[src/rtl/dpi_call_arbiter.sv]
// dpi_call_arbiter: round-robin sharing of one host DPI call channel among NUM_REQ call sites.
// Optional watchdog on the host return is enabled by defining LOOM_DPI_TIMEOUT_EN.
module dpi_call_arbiter #(
  parameter int NUM_REQ        = 4,
  parameter int FUNC_ID_W      = 8,
  parameter int ARG_W          = 128,
  parameter int RET_W          = 32,
  parameter int TIMEOUT_CYCLES = 1024
) (
  input  logic                         clk_i,
  input  logic                         rst_ni,
  input  logic [NUM_REQ-1:0]           req_valid_i,
  input  logic [NUM_REQ*FUNC_ID_W-1:0] req_func_id_i,
  input  logic [NUM_REQ*ARG_W-1:0]     req_args_i,
  output logic [NUM_REQ-1:0]           req_ready_o,
  output logic [NUM_REQ-1:0]           rsp_valid_o,
  output logic [RET_W-1:0]             rsp_ret_o,
  output logic                         host_call_valid_o,
  input  logic                         host_call_ready_i,
  output logic [FUNC_ID_W-1:0]         host_call_func_id_o,
  output logic [ARG_W-1:0]             host_call_args_o,
  output logic [$clog2(NUM_REQ)-1:0]   host_call_src_o,
  input  logic                         host_ret_valid_i,
  input  logic [RET_W-1:0]             host_ret_data_i,
  output logic                         stall_o,
  output logic [31:0]                  call_count_o,
  output logic                         err_timeout_o
);
  localparam int SW = $clog2(NUM_REQ);
  typedef enum logic [1:0] {S_IDLE, S_ISSUE, S_WAIT, S_RESPOND} state_t;
  state_t state;
  logic [SW-1:0] ptr, gnt;
  logic any, tmo;
  int j;
  // Later loop iterations overwrite earlier ones, so the lowest offset from ptr+1 wins.
  always_comb begin
    gnt = '0;
    any = 1'b0;
    j = 0;
    for (int k = NUM_REQ; k > 0; k--) begin
      j = (int'(ptr) + k) % NUM_REQ;
      if (req_valid_i[j[SW-1:0]]) begin
        gnt = j[SW-1:0];
        any = 1'b1;
      end
    end
  end
  assign req_ready_o = (state == S_IDLE && any) ? NUM_REQ'(1) << gnt : '0;
`ifdef LOOM_DPI_TIMEOUT_EN
  localparam int TW = $clog2(TIMEOUT_CYCLES + 1);
  logic [TW-1:0] tcnt;
  logic err_q;
  assign tmo = tcnt == TW'(TIMEOUT_CYCLES - 1);
  assign err_timeout_o = err_q;
  always_ff @(posedge clk_i or negedge rst_ni) begin
    if (!rst_ni) begin
      tcnt  <= '0;
      err_q <= 1'b0;
    end else if (state != S_WAIT) begin
      tcnt <= '0;
    end else begin
      tcnt <= tcnt + 1'b1;
      if (tmo && !host_ret_valid_i) err_q <= 1'b1;
    end
  end
`else
  localparam int unused_timeout = TIMEOUT_CYCLES;
  assign tmo = 1'b0;
  assign err_timeout_o = 1'b0;
`endif
  always_ff @(posedge clk_i or negedge rst_ni) begin
    if (!rst_ni) begin
      state               <= S_IDLE;
      ptr                 <= SW'(NUM_REQ - 1);
      host_call_valid_o   <= 1'b0;
      host_call_func_id_o <= '0;
      host_call_args_o    <= '0;
      host_call_src_o     <= '0;
      rsp_valid_o         <= '0;
      rsp_ret_o           <= '0;
      stall_o             <= 1'b0;
      call_count_o        <= '0;
    end else begin
      case (state)
        S_IDLE: if (any) begin
          state               <= S_ISSUE;
          ptr                 <= gnt;
          host_call_src_o     <= gnt;
          host_call_func_id_o <= req_func_id_i[gnt*FUNC_ID_W +: FUNC_ID_W];
          host_call_args_o    <= req_args_i[gnt*ARG_W +: ARG_W];
          host_call_valid_o   <= 1'b1;
          stall_o             <= 1'b1;
        end
        S_ISSUE: if (host_call_ready_i) begin
          state             <= S_WAIT;
          host_call_valid_o <= 1'b0;
        end
        S_WAIT: if (host_ret_valid_i || tmo) begin
          state        <= S_RESPOND;
          rsp_valid_o  <= NUM_REQ'(1) << host_call_src_o;
          rsp_ret_o    <= host_ret_valid_i ? host_ret_data_i : '1;
          call_count_o <= call_count_o + 1'b1;
        end
        S_RESPOND: begin
          state       <= S_IDLE;
          rsp_valid_o <= '0;
          stall_o     <= 1'b0;
        end
        default: state <= S_IDLE;
      endcase
    end
  end
endmodule

[config.mk]
export PLATFORM = sky130hd
export DESIGN_NAME = dpi_call_arbiter
export DESIGN_NICKNAME = d
export VERILOG_FILES = /design/src/rtl/dpi_call_arbiter.sv
export SDC_FILE = /design/constraint.sdc
export NUM_CORES = 1
export LEC_CHECK = 0
export ABC_CLOCK_PERIOD_IN_PS = 3500
export CAP_MARGIN = 20
export CORE_AREA = 8 8 304 306
export DETAILED_ROUTE_END_ITERATION = 10
export DIE_AREA = 0 0 312 314
export SLEW_MARGIN = 20
export SYNTH_ARGS = -nofsm -noshare
export SYNTH_HDL_FRONTEND = slang
export SYNTH_SLANG_ARGS = --single-unit
[constraint.sdc]
create_clock -name clk_i -period 3.5 [get_ports clk_i]
set_input_delay 0.7 -clock clk_i [delete_from_list [all_inputs] [get_ports clk_i]]
set_output_delay 0.7 -clock clk_i [all_outputs]
set_load 0.03 [all_outputs]
# --- Word level (Yosys, flattened, before mapping) ---
# Cells that the tools add are included.
totals:
  out_inout_bits: 213
  latch_bits: 0
  mem_bits_rw: 0
  n_memories: 0
  input_bits: 584
  regBits: 212
  word_cells: 67
  romBits: 0
classes:
  reduce_logical: 11
  n_mul: 0
  mux: 27
  div_mod_pow: 0
  shift: 4
  n_eq_ne: 6
  addsub: 5
  n_bitwise: 0
  n_lt_le_gt_ge: 4
op_table:
  columns: ["operator", "n"]
  rows:
  - ["$shiftx A512 B10 Y128", 1]
  - ["$add A32 B1 Y32 const B", 1]
  - ["$shiftx A32 B6 Y8", 1]
  - ["$mux W2", 7]
  - ["$lt A2 B3 Y1 const B", 4]
  - ["$mux W1", 10]
  - ["$bmux W1 S2", 4]
  - ["$mux W4", 2]
  - ["$pmux W2 S4", 1]
  - ["$pmux W4 S2", 1]
  - ["$reduce_and A2 Y1", 4]
  - ["$shl A1 B2 Y4 const A", 2]
  - ["$ne A2 B2 Y1 const B", 3]
  - ["$reduce_and A3 Y1", 2]
  - ["$reduce_bool A2 Y1", 3]
  - ["$add A2 B1 Y2 const B", 2]
  - ["$add A2 B2 Y2 const B", 2]
  - ["$eq A2 B2 Y1 const B", 2]
  - ["$pmux W1 S2", 2]
  - ["$eq A2 B1 Y1 const B", 1]
  - ["$logic_not A2 Y1", 1]
  - ["$logic_and A1 B1 Y1", 1]

# --- Depth between registers and ports, before layout ---
depth:
  ltp_word: 9
  ltp_mapped: 9
  ltp_nobuf: 7

# --- Worst setup path before layout ---
# OpenSTA, ideal clock, no wires.
synth_timing:
  path_kind: "in2out"
  startpoint: "in req_valid_i[3]"
  endpoint: "out req_ready_o[1]"
  path_buffers: 3
  required_ns: 2.800
  setup_slack_ns: 0.912
  cell_stages: 7
  arrival_ns: 1.888
  cell_sequence: "inv_2 o32ai_2 a21oi_2 buf_6 buf_12 buf_6 nor2_1"
synth_between:
  elab_chain_len: 8
  elab_cells_between_ends: 19
  cone_classes: "1 x shift; 17 x mux; 1 x reduce/logical"
synth_rtl:
  columns: ["element", "line_no", "source"]
  rows:
  - ["from (decl)", "12", "input logic [NUM_REQ-1:0] req_valid_i,"]
  - ["$bmux W1 S2", "42", "if (req_valid_i[j[SW-1:0]]) begin"]
  - ["$mux W1 (not written as such)", "42", null]
  - ["$mux W2 or $mux W1 (tied branches) (4 in series)", "42", null]
  - ["$shl A1 B2 Y4 or $logic_and A1 B1 Y1 (tied branches)", "48", "assign req_ready_o = (state == S_IDLE && any) ? NUM_REQ'(1) << gnt : '0;"]
  - ["$mux W4 *", "48", null]
  - ["to (decl)", "15", "output logic [NUM_REQ-1:0] req_ready_o,"]
# Mark *: on every way between the ends. The rest lies on a longest branch, timed or not. The select of a mux whose other input is x is not followed.

# --- Final worst setup path ---
layout_timing:
  startpoint: "in req_valid_i[1]"
  endpoint: "out req_ready_o[1]"
# Same word-level chain as after synthesis.

==> impl.org <==
** Outcome
- The run finished with clean final reports.

** Global routing
- Most used routing layer :: met2
- Via count of the first global-routing pass :: ~13k
- GRT Residual Overflow :: 0
- Entering global routing, the biggest net connects approximately 140 pins.
- Total Routing Usage GR :: about an eighth
- In the global route stage, met1 resource usage came out at 14.8%.
- Met2 demand-to-capacity share in global routing :: 21.3%
- Wire length of the first global-routing pass :: approximately 93,000 um
- The number of antenna violations at the first check in global routing came to 25.
- Global routing used under 10% of the available met3 tracks.

** Yosys
- Count of flip-flops with a built-in enable after synthesis :: 0
- Counting every instance in the synthesized netlist gives between 1k and 1.5k.
- After synthesis the netlist holds a flip-flop and latch count of around 210.
- After synthesis, the share of flip-flops with an asynchronous set or reset is 100%.
- The synthesized netlist contains between 40 and 50 unique library cells.
- A synthesized cell averages ~12 um^2.
- The mapped netlist covers 12,000 um^2.
- Xor and xnor area share after synthesis :: ~2.3%
- Summing the sequential cell areas from Yosys gives 44.3% of the chip area.
- The number of nets handed over by synthesis was ~1.6k.
- In this run the biggest area consumer among cell types represents 43.9% of the synthesized area.
- By area the synthesized netlist is led by sky130_fd_sc_hd__dfrtp_1 (44%), sky130_fd_sc_hd__mux2i_1 (23%), sky130_fd_sc_hd__o221ai_1 (9.9%).
- Post-synth top area cell :: sky130_fd_sc_hd__dfrtp_1
- Largest family of logic cells by synthesized area :: multiplexers
- Post-synthesis mux area share :: 26.0%
- Compound-gate portion of the synthesized area :: a little under an eighth
- Share of synthesized cell area in full adder, half adder and majority cells :: less than 1%
- Yosys Warn Count :: 0
- Post-Synth Simple-Gate Area :: between 8 and 9%
- In the synthesized netlist the dominant register cell turns out to be sky130_fd_sc_hd__dfrtp_1.

** Critical path
- The critical path is of the input port to output pin type.
- STA classifies the critical path startpoint as an input port.
- Counting cells, the worst reg-to-reg path comes to 7.
- Data on the critical path is required at its endpoint by 2800 ps.
- Launching point of the worst reg2reg path :: ptr[1]
- Across all register-to-register paths, the minimum setup slack is between 600 and 700 ps.
- R2r endpoint :: host_call_args_o[116]
- In this run the worst path has a maximum fanout of 5.
- At the worst endpoint, the arrival time is 2650 ps.
- The worst setup path is captured at an output pin.

** Power
- Largest vdd supply drop :: 0.388 mV
- The design draws 0.0170 W.
- Summed over all cells, the static leakage comes to ~9 nW.
- Power density of the placed cells :: 774 nW/um^2

** Routing
- Number of nets still failing antenna checks after routing :: 0
- The final route contains 11.8k vias.
- After detailed routing, the total wire length is about 67,000 um.
- After detailed routing, the number of remaining DRC violations is 0.
- Detailed Route Iter0 Violations :: roughly 700
- After detailed routing, the number of vias per cell comes to between 3 and 4.
- Wirelength per Cell :: 22.3 um
- The first detailed-routing pass ran for 5 iterations.

** Final layout
- For this run, the post-layout net count is ~2.4k.
- Leaving out fill and tap cells, the most frequent cell in the layout is sky130_fd_sc_hd__clkdlybuf4s50_1.
- Fraction of layout cells with a size suffix above 1 :: between 7 and 8%
- Multi-input combinational cell area :: approximately 5800 um^2
- Highest-count cells in the layout ignoring fill and taps :: sky130_fd_sc_hd__clkdlybuf4s50_1 (792), sky130_fd_sc_hd__mux2i_1 (273), sky130_fd_sc_hd__dfrtp_1 (210)
- Post-synthesis to final-layout area growth :: 83.6%
- The layout has around 9.4k filler cells.
- Area used by sequential logic in the layout :: approximately 5300 um^2

** Die
- Initial cell density of the core :: between 10% and 20%
- Height of the die :: about 310 um
- IO Count :: 797
- The die is around 310 um wide.
- The die covers approximately 100,000 um^2.
- Floorplan Core Area :: roughly 88,000 um^2
- Site row count :: between 100 and 150

** Clocking
- Once the clock tree was built, the resizer swapped 0 gates to a different size.
- The clock drives roughly 210 sinks.
- Buffers inserted during clock tree synthesis total 28.
- CTS built an H-tree with a depth of 1.
- CTS tree :: yes
- In this run the post-CTS setup repair buffer count came out at 0.
- Insertion delay of the later-clocked pin in the worst-skew pair :: 580 ps
- After clock tree synthesis, the clock-pin slew on the worst setup and hold paths is roughly 60 ps.
- Root buf cell :: sky130_fd_sc_hd__clkbuf_16
- For this design, the CTS-stage hold fixing added 0 buffers.
- Clock buffer depth :: 3

** Placed design
- Number of I/O port buffers :: a little under 800
- Prior to clock tree synthesis, the placed netlist has a worst setup slack of -7.38 ps.
- The congestion estimate from routability-driven global placement came to between 0.8 and 0.9.
- The wire-length estimate of the detail-placed layout is around 54,000 um.

** Timing
- The final number of max-transition violations is 0.
- Setup violations, final :: 0
- For the pin with the worst max-slew slack, the measured transition is 852 ps.
- Final Worst Setup Slack :: ~150 ps
- RSZ-0062 raised after global routing :: no
- Final hold violation count :: 0
- Maximum frequency from static timing analysis :: about 300 MHz
- Measured against its own limit, the worst slew margin works out to 43.2%.
- After layout, the minimum clock period comes to ~3300 ps.
- Layout Skew :: around 8 ps
- The worst path uses a little over nine tenths of the clock period.

** Hold path
- Hold crit path type :: input port to async pin

** Flow run
- Max-cap violations in this run came to 0.
worst max-delay path, cell delays in order:
cell and delay, ps:
sky130_fd_sc_hd__clkdlybuf4s50_1 590, sky130_fd_sc_hd__nor2_1 70, sky130_fd_sc_hd__o21ai_0 370, sky130_fd_sc_hd__a21oi_4 120, sky130_fd_sc_hd__nor2_1 120, sky130_fd_sc_hd__clkdlybuf4s50_1 670
power breakdown:
group	internal [W]	switching, W
Clock	0.00186	0.00122
Sequential	0.00354	0.000677
Combinational	0.00422	0.00550
registers in the layout, indices dropped and copies added (netlist names), 2 cells and up:
name	flops
host_call_func_id_o	8
state	2
rsp_ret_o	32
host_call_args_o	128
host_call_src_o	2
call_count_o	32
rsp_valid_o	4
ptr	2
cell families after synthesis:
family | Yosys count
buf+inv | 94
xor+xnor | 31
simple gates | 216
flops | 212
compound gates | 160
mux | 307
other cells | 1
fa+ha+maj | 6
how the worst max path moves through the flow:
| stage | cells after the start | start | endpoint | slack [ps] |
|---|---|---|---|---|
| finish | 6 | req_valid_i[1] | req_ready_o[1] | 150 |
| floorplan | 7 | req_valid_i[3] | req_ready_o[1] | 910 |
| global route | 6 | req_valid_i[1] | req_ready_o[1] | 30 |
| global placement | 8 | req_valid_i[1] | host_call_args_o[30] | -1 |
| detailed placement | 7 | req_valid_i[2] | host_call_args_o[30] | -7 |
| CTS | 6 | req_valid_i[1] | req_ready_o[1] | 130 |
cells in the mapped netlist (3+ instances only):
master                      count
sky130_fd_sc_hd__and4_1         6
sky130_fd_sc_hd__buf_12        23
sky130_fd_sc_hd__buf_2         28
sky130_fd_sc_hd__inv_1          9
sky130_fd_sc_hd__bufbuf_8       3
sky130_fd_sc_hd__nor3_1         4
sky130_fd_sc_hd__a21oi_1        5
sky130_fd_sc_hd__ha_1           6
sky130_fd_sc_hd__a22o_1         5
sky130_fd_sc_hd__nor2_1        14
sky130_fd_sc_hd__dfrtp_1      210
sky130_fd_sc_hd__buf_4          3
sky130_fd_sc_hd__and3_1         4
sky130_fd_sc_hd__clkbuf_1      21
sky130_fd_sc_hd__buf_6          6
sky130_fd_sc_hd__mux2_2        33
sky130_fd_sc_hd__o2bb2ai_1      4
sky130_fd_sc_hd__nand4_1        6
sky130_fd_sc_hd__xor2_1        11
sky130_fd_sc_hd__o221ai_1     136
sky130_fd_sc_hd__mux2i_1      273
sky130_fd_sc_hd__nand2_1      160
sky130_fd_sc_hd__o21ai_0        4
sky130_fd_sc_hd__nand3_1        9
sky130_fd_sc_hd__xnor2_1       20
through the flow:
| stage | setup TNS (ps) | hold WS (ps) | cell area (um^2) | util (%) | std cells |
|---|---|---|---|---|---|
| final | 0 | 165 | 22000 | 25.1 | 2993 |
| after global routing | 0 | 192 | 22000 | 25.1 | 2992 |
| after CTS | 0 | 161 | 22000 | 25.1 | 2990 |
| after detailed placement | -7.38 | 464 | 21000 | 24.0 | 2940 |
| after global placement | -1.31 | 457 | 21000 | 24.0 | 2940 |
| after floorplan | 0 | 404 | 12000 | - | 1027 |
routing by layer:
layer / vias up / part of all wire, %
met3: 100 / 10
li1: 5411 / -
met1: 5659 / 39
met2: 596 / 47
met4: 20 / 2.8
met5: - / 0.19
layout make-up:
| class | instances | area share [%] |
|---|---|---|
| Timing Repair Buffer | 832 | 38.0 |
| Antenna cell | 3 | 0.0341 |
| Multi-Input combinational cell | 721 | 26.6 |
| Clock inverter | 9 | 0.677 |
| Clock buffer | 41 | 3.77 |
| Inverter | 10 | 0.171 |
| Tap cell | 1165 | 6.63 |
| Sequential cell | 212 | 24.1 |
Note: power is estimated with default switching activity, not from simulation.
